## config.mk

```make
export PLATFORM = sky130hd
export DESIGN_NAME = universal_shift_reg
export DESIGN_NICKNAME = d
export VERILOG_FILES = /design/src/rtl/universal_shift_reg.sv
export SDC_FILE = /design/constraint.sdc
export NUM_CORES = 1
export LEC_CHECK = 0
export BUFFER_PORTS_ARGS = -buffer_cell sky130_fd_sc_hd__buf_2
export CAP_MARGIN = 20
export CORE_ASPECT_RATIO = 0.6
export CORE_MARGIN = 2
export CORE_UTILIZATION = 30
export CTS_BUF_LIST = sky130_fd_sc_hd__clkbuf_2 sky130_fd_sc_hd__clkbuf_4 sky130_fd_sc_hd__clkbuf_8
export CTS_CLUSTER_DIAMETER = 120
export DETAILED_ROUTE_END_ITERATION = 7
export PLACE_DENSITY_LB_ADDON = 0.15
export SLEW_MARGIN = 40
export SYNTH_ARGS = -nofsm -noshare
export SYNTH_HDL_FRONTEND = slang
export SYNTH_SLANG_ARGS = --single-unit
```

## constraint.sdc

```tcl
create_clock -name clk -period 1.6 [get_ports clk]
set_input_delay 0.32 -clock clk [delete_from_list [all_inputs] [get_ports clk]]
set_output_delay 0.32 -clock clk [all_outputs]
set_load 0.1 [all_outputs]
```

## src/rtl/universal_shift_reg.sv

```systemverilog
// WIDTH-bit universal shift register: single-cycle hold/shift/rotate/load/clear/asr,
// plus a sequencer that repeats a shift or rotate 'amount' times from one start command.
module universal_shift_reg #(
   parameter int                 WIDTH   = 8,
   parameter logic [WIDTH-1:0]   RST_VAL = '0,
   localparam int                CNT_W   = $clog2(WIDTH + 1)
) (
   input  logic              clk,
   input  logic              rst,
   input  logic              en,
   input  logic [2:0]        mode,
   input  logic [WIDTH-1:0]  d,
   input  logic              sin_l,
   input  logic              sin_r,
   input  logic              start,
   input  logic [CNT_W-1:0]  amount,
   output logic [WIDTH-1:0]  q,
   output logic              sout_l,
   output logic              sout_r,
   output logic              busy,
   output logic              done
);

   localparam logic [2:0] MODE_HOLD  = 3'b000;
   localparam logic [2:0] MODE_SHL   = 3'b001;
   localparam logic [2:0] MODE_SHR   = 3'b010;
   localparam logic [2:0] MODE_ROL   = 3'b011;
   localparam logic [2:0] MODE_ROR   = 3'b100;
   localparam logic [2:0] MODE_LOAD  = 3'b101;
   localparam logic [2:0] MODE_CLEAR = 3'b110;
   localparam logic [2:0] MODE_ASR   = 3'b111;

   typedef enum logic [1:0] {
      IDLE = 2'd0,
      RUN  = 2'd1,
      DONE = 2'd2
   } state_t;

   state_t             state_q, state_d;
   logic [2:0]         op_q, op_d;
   logic [CNT_W-1:0]   cnt_q, cnt_d;
   logic [WIDTH-1:0]   q_q, q_d;

   function automatic logic [WIDTH-1:0] apply_op(
      input logic [2:0]       op,
      input logic [WIDTH-1:0] cur,
      input logic [WIDTH-1:0] din,
      input logic             sl,
      input logic             sr
   );
      case (op)
         MODE_SHL:   apply_op = {cur[WIDTH-2:0], sr};
         MODE_SHR:   apply_op = {sl, cur[WIDTH-1:1]};
         MODE_ROL:   apply_op = {cur[WIDTH-2:0], cur[WIDTH-1]};
         MODE_ROR:   apply_op = {cur[0], cur[WIDTH-1:1]};
         MODE_LOAD:  apply_op = din;
         MODE_CLEAR: apply_op = '0;
         MODE_ASR:   apply_op = {cur[WIDTH-1], cur[WIDTH-1:1]};
         default:    apply_op = cur;
      endcase
   endfunction

   // Only shifts and rotates are meaningful to repeat; anything else finishes immediately.
   function automatic logic is_repeatable(input logic [2:0] op);
      is_repeatable = (op == MODE_SHL) || (op == MODE_SHR) || (op == MODE_ROL) ||
                      (op == MODE_ROR) || (op == MODE_ASR);
   endfunction

   always_ff @(posedge clk) begin
      if (rst) begin
         state_q <= IDLE;
         op_q    <= MODE_HOLD;
         cnt_q   <= '0;
         q_q     <= RST_VAL;
      end else begin
         state_q <= state_d;
         op_q    <= op_d;
         cnt_q   <= cnt_d;
         q_q     <= q_d;
      end
   end

   // Accepting a start never moves q; the first step happens on the next enabled edge.
   always_comb begin
      state_d = state_q;
      op_d    = op_q;
      cnt_d   = cnt_q;
      q_d     = q_q;
      case (state_q)
         IDLE: begin
            if (start) begin
               op_d  = mode;
               cnt_d = amount;
               if (amount == '0 || !is_repeatable(mode)) state_d = DONE;
               else                                      state_d = RUN;
            end else if (en) begin
               q_d = apply_op(mode, q_q, d, sin_l, sin_r);
            end
         end
         RUN: begin
            if (en) begin
               q_d   = apply_op(op_q, q_q, d, sin_l, sin_r);
               cnt_d = cnt_q - CNT_W'(1);
               if (cnt_q == CNT_W'(1)) state_d = DONE;
            end
         end
         DONE: begin
            state_d = IDLE;
            if (en) q_d = apply_op(mode, q_q, d, sin_l, sin_r);
         end
         default: state_d = IDLE;
      endcase
   end

   assign q      = q_q;
   assign sout_l = q_q[WIDTH-1];
   assign sout_r = q_q[0];
   assign busy   = (state_q == RUN);
   assign done   = (state_q == DONE);

endmodule

```

== Word-level counts from Yosys, hierarchy flattened ==
Index checks and enable logic that the tools add are counted.
Widths: inputs -> output; s select.
Storage, ports and cells
  output and inout bits: 12
  register bits: 17
  input port bits: 21
  word-level logic and storage cells: 59
Operators by class
  muxes and demuxes: 14
  add/sub/neg operators: 1
  equal/unequal tests: 24
  reduce and logical (&&, ||, !) cells: 15
Operators with widths (number)
  $pmux 8 s7: 2
  $eq 3x3->1 const B: 8
  $mux 8: 3
  $pmux 8 s3: 1
  $eq 3x2->1 const B: 4
  $mux 2: 4
  $mux 4: 2
  $ne 2x2->1 const B: 4
  $ne 8x1->1 const B: 1
  $pmux 4 s2: 1
  $ne 7x1->1 const B: 1
  $eq 3x1->1 const B: 2
  $reduce_and 3->1: 2
  $logic_or 1x1->1: 5
  $reduce_and 5->1: 1
  $eq 4x1->1 const B: 1
  $logic_not 4->1: 1
  $pmux 2 s2: 1
  $reduce_and 4->1: 1
  $sub 4x1->4 const B: 1
  $reduce_bool 3->1: 1
  $eq 2x1->1 const B: 1
  $eq 2x2->1 const B: 1
  $logic_not 2->1: 1
  other kinds (4): 4

== Longest topological paths before layout ==
  depth in word-level cells: 10
  gate-level depth with buffers: 7
  depth with buffers taken out: 6

== Worst setup path before layout ==
Ideal clock, no wire load.
  path kind: flip-flop to output port
  from: register state_q[1]
  to: output port done
  stages on the path, launching flop included: 4
  setup slack: -444 ps
  data arrival time: 1724 ps
  data required time: 1280 ps
  path buffers: 1
  cell sequence: dfxtp_1 > buf_6 > inv_1 > nor2_1
Between the ends
  longest elaborated chain between the ends: 1
RTL lines
  start: declaration: RTL line 39  | state_t state_q, state_d;
  start signal: assignment: RTL line 76  | state_q <= state_d;
  $eq 2x2->1: RTL line 119  | assign done = (state_q == DONE);
  end: declaration: RTL line 21  | output logic done
Every way passes these cells.

== Final worst setup path ==
  from: register state_q[1]
  to: output port busy
Between the ends
  longest elaborated chain between the ends: 1
RTL lines
  $eq 2x1->1: RTL line 118  | assign busy = (state_q == RUN);
  end: declaration: RTL line 20  | output logic busy,
Every way passes these cells.

==> qor.txt <==
full die area: 0.00553 mm^2
WP data arrival: 1.23 ns
antenna violations before repair: 0
cell-by-cell trace of the critical path: nand2b_4, inv_4, buf_6, buf_12
Final Cycle Share: 0.969
CP top delay family: buffers and inverters
Hold Violations, Final: 0
PD cells: 989 mW/mm^2
worst hold path type: in -> reg
unrepaired setup endpoints after global routing: false
Mapped Cells: 182
Buf/Inv on CP: 3
nets: 241
GRT Overall Usage: 0.169
Period minus WS final: 1.55 ns
most frequent cells in the layout: buf_2, buf_4, inv_1, nor2_1, a21oi_1
Final Setup Violations: 0
CP max-delay cell: dfxtp_1
H-tree depth: 1
register area share after synthesis: 0.230
Stages on worst setup path: 4
max-slew violations: 0
crit path kind: reg -> out
fmax: 0.645 GHz
TritonCTS buffer count: 3
number of global-route vias before repair: 1328
Yosys top cell area share: 0.230
#FFs+latches synth: 17
Die X: 94.7 um
Filler cells: 517
Clock Skew: 0.00369 ns
Main synth FF type: dfxtp_1
Synth Warn #: 0
core area: 0.00466 mm^2
Setup Buffers After CTS: 0
synthesized area: 0.00148 mm^2
ANT cells: 0
post-DR vias/cell: 5.46
CP Capture Type: primary output
Slew headroom: 0.679
crit path max fanout: 8
via count: 1530
first-pass GRT wire length: 7210 um
Root Buffer: clkbuf_8
total routed wirelength: 4450 um
cell type with the largest total area after synthesis: dfxtp_1
Design Area, Final: 0.00185 mm^2
layout cells sized above 1: 0.323
Mapped Nets: 205
Hold Path Stages: 2
DRC violations left: 0
Longest Clk Path Bufs: 2
CP max stage delay: 0.35 ns
initial DRC count: 191
placer congestion estimate: 0.871
CTS tree: built
Distinct cells, synth: 47
Worst EP required: 1.28 ns
Pre-antenna DRT Iters: 4
Buffers on Ports: 32
Rows: 19
Area growth syn-to-layout: 24.7%
synth top area cells: dfxtp_1, mux2i_1, a32o_1, o211ai_1, buf_6
Worst Max-Slew Pin Slew: 0.485 ns
commonest non-fill, non-tap cell in the layout: buf_2
VDD IR max: 0.292 mV
FF-to-FF path depth: 5
Synth Area per Inst: 8.14 um^2
post-route ant nets: 0
Die Span Y: 58.4 um
outcome: finished, final reports clean
routed wire length per instance: 15.9 um
CTS sink count: 17
Post-synth EDFFs: 0
Congestion Overflow GR: 0
initial core utilization: 0.318
MaxCap Viol Count: 0
number of top-level pins: 33
DP Wirelength: 3510 um
Post-DP Area: 0.00179 mm^2
Leakage: 0.777 nW
nature of the critical path startpoint: flip-flop
Async S/R FF share, synth: 0
Hold Worst Slack: 0.386 ns
clk_lat worst skew: 0.25 ns
Worst-path clk slew: 0.07 ns
largest net degree at the start of global routing: 13
==> repair_timing <==
item | CTS | global route
hold buffers | 0 | 0
endpoints found under the setup margin | 1 | 1
resized for setup | 1 | 1
==> worst register-to-register path: stages, from the launching register on <==
cell,delay [ns]
dfxtp_1,0.39
nand2b_4,0.20
inv_4,0.07
or3_1,0.36
and3_1,0.19
a41o_1,0.20
==> state kept, by name (all words and copies together), names as in the netlist <==
register / count
q: 8
cnt_q: 4
op_q: 3
state_q: 2
==> report_power, final <==
group	switching, mW	internal [mW]	leakage [nW]
clock	0.155	0.194	0.0262
combinational	0.571	0.360	0.609
sequential	0.0701	0.479	0.143
==> area by class of cell <==
| class | instances | area (um^2) | area share |
|---|---|---|---|
| clock buffers | 4 | 48.8 | 0.0264 |
| flip-flops and latches | 17 | 350 | 0.190 |
| repair buffers | 51 | 362 | 0.196 |
| well taps | 63 | 78.8 | 0.0427 |
| multi-input cells | 131 | 953 | 0.516 |
| inverters | 14 | 55.1 | 0.0298 |
==> worst paths after layout <==
| kind | from | to | slack [ns] |
|---|---|---|---|
| hold reg to reg | cnt_q[1] | cnt_q[1] | 0.50 |
| setup / recovery | state_q[1] | busy | 0.05 |
| setup reg to reg | state_q[1] | q[7] | 0.09 |
| hold / removal | rst | op_q[2] | 0.39 |
==> cell usage after synthesis (all sizes together), types with 2 or more instances <==
master / number
a221o: 4
nor3b: 2
nand2b: 8
a32o: 7
mux2: 3
ha: 2
nor2: 12
o211ai: 9
dfxtp: 17
nand3: 5
and3b: 3
xor2: 3
a211oi: 2
a31oi: 3
a21o: 2
o221ai: 3
a32oi: 6
clkbuf: 5
and2: 2
nor2b: 4
nor3: 4
o31ai: 3
a21oi: 10
buf: 15
mux2i: 8
o21ai: 7
inv: 14
nand2: 4
and3: 2
==> layer usage <==
layer  share of wire  global-route usage  vias up
met1            0.55               0.292      713
met3           0.089              0.0448        2
met5               0                   0        -
met2            0.35               0.195       60
met4          0.0038              0.0311        0
li1                -                   -      755
==> metrics by stage <==
stage,total power [mW],util,cells,worst slack (ns),setup TNS [ns]
finish,1.83,0.397,280,0.0489,0
global route,1.94,0.397,280,0.00381,0
CTS,1.84,0.396,280,0.0156,0
detailed placement,1.47,0.385,276,0.00883,0
global placement,1.49,0.385,276,-0.0162,-0.0162
floorplan,1.23,-,182,0.0267,0
==> cells by family (layout without fill, tap and decap cells) <==
family	after synthesis	in the layout	synth area share
compound gates	64	64	0.334
simple gates	50	50	0.191
fa+ha+maj	2	2	0.0169
buf+inv	34	69	0.128
xor+xnor	4	4	0.0237
mux	11	11	0.0769
flops	17	17	0.230
(Power assumes the default switching activity.)
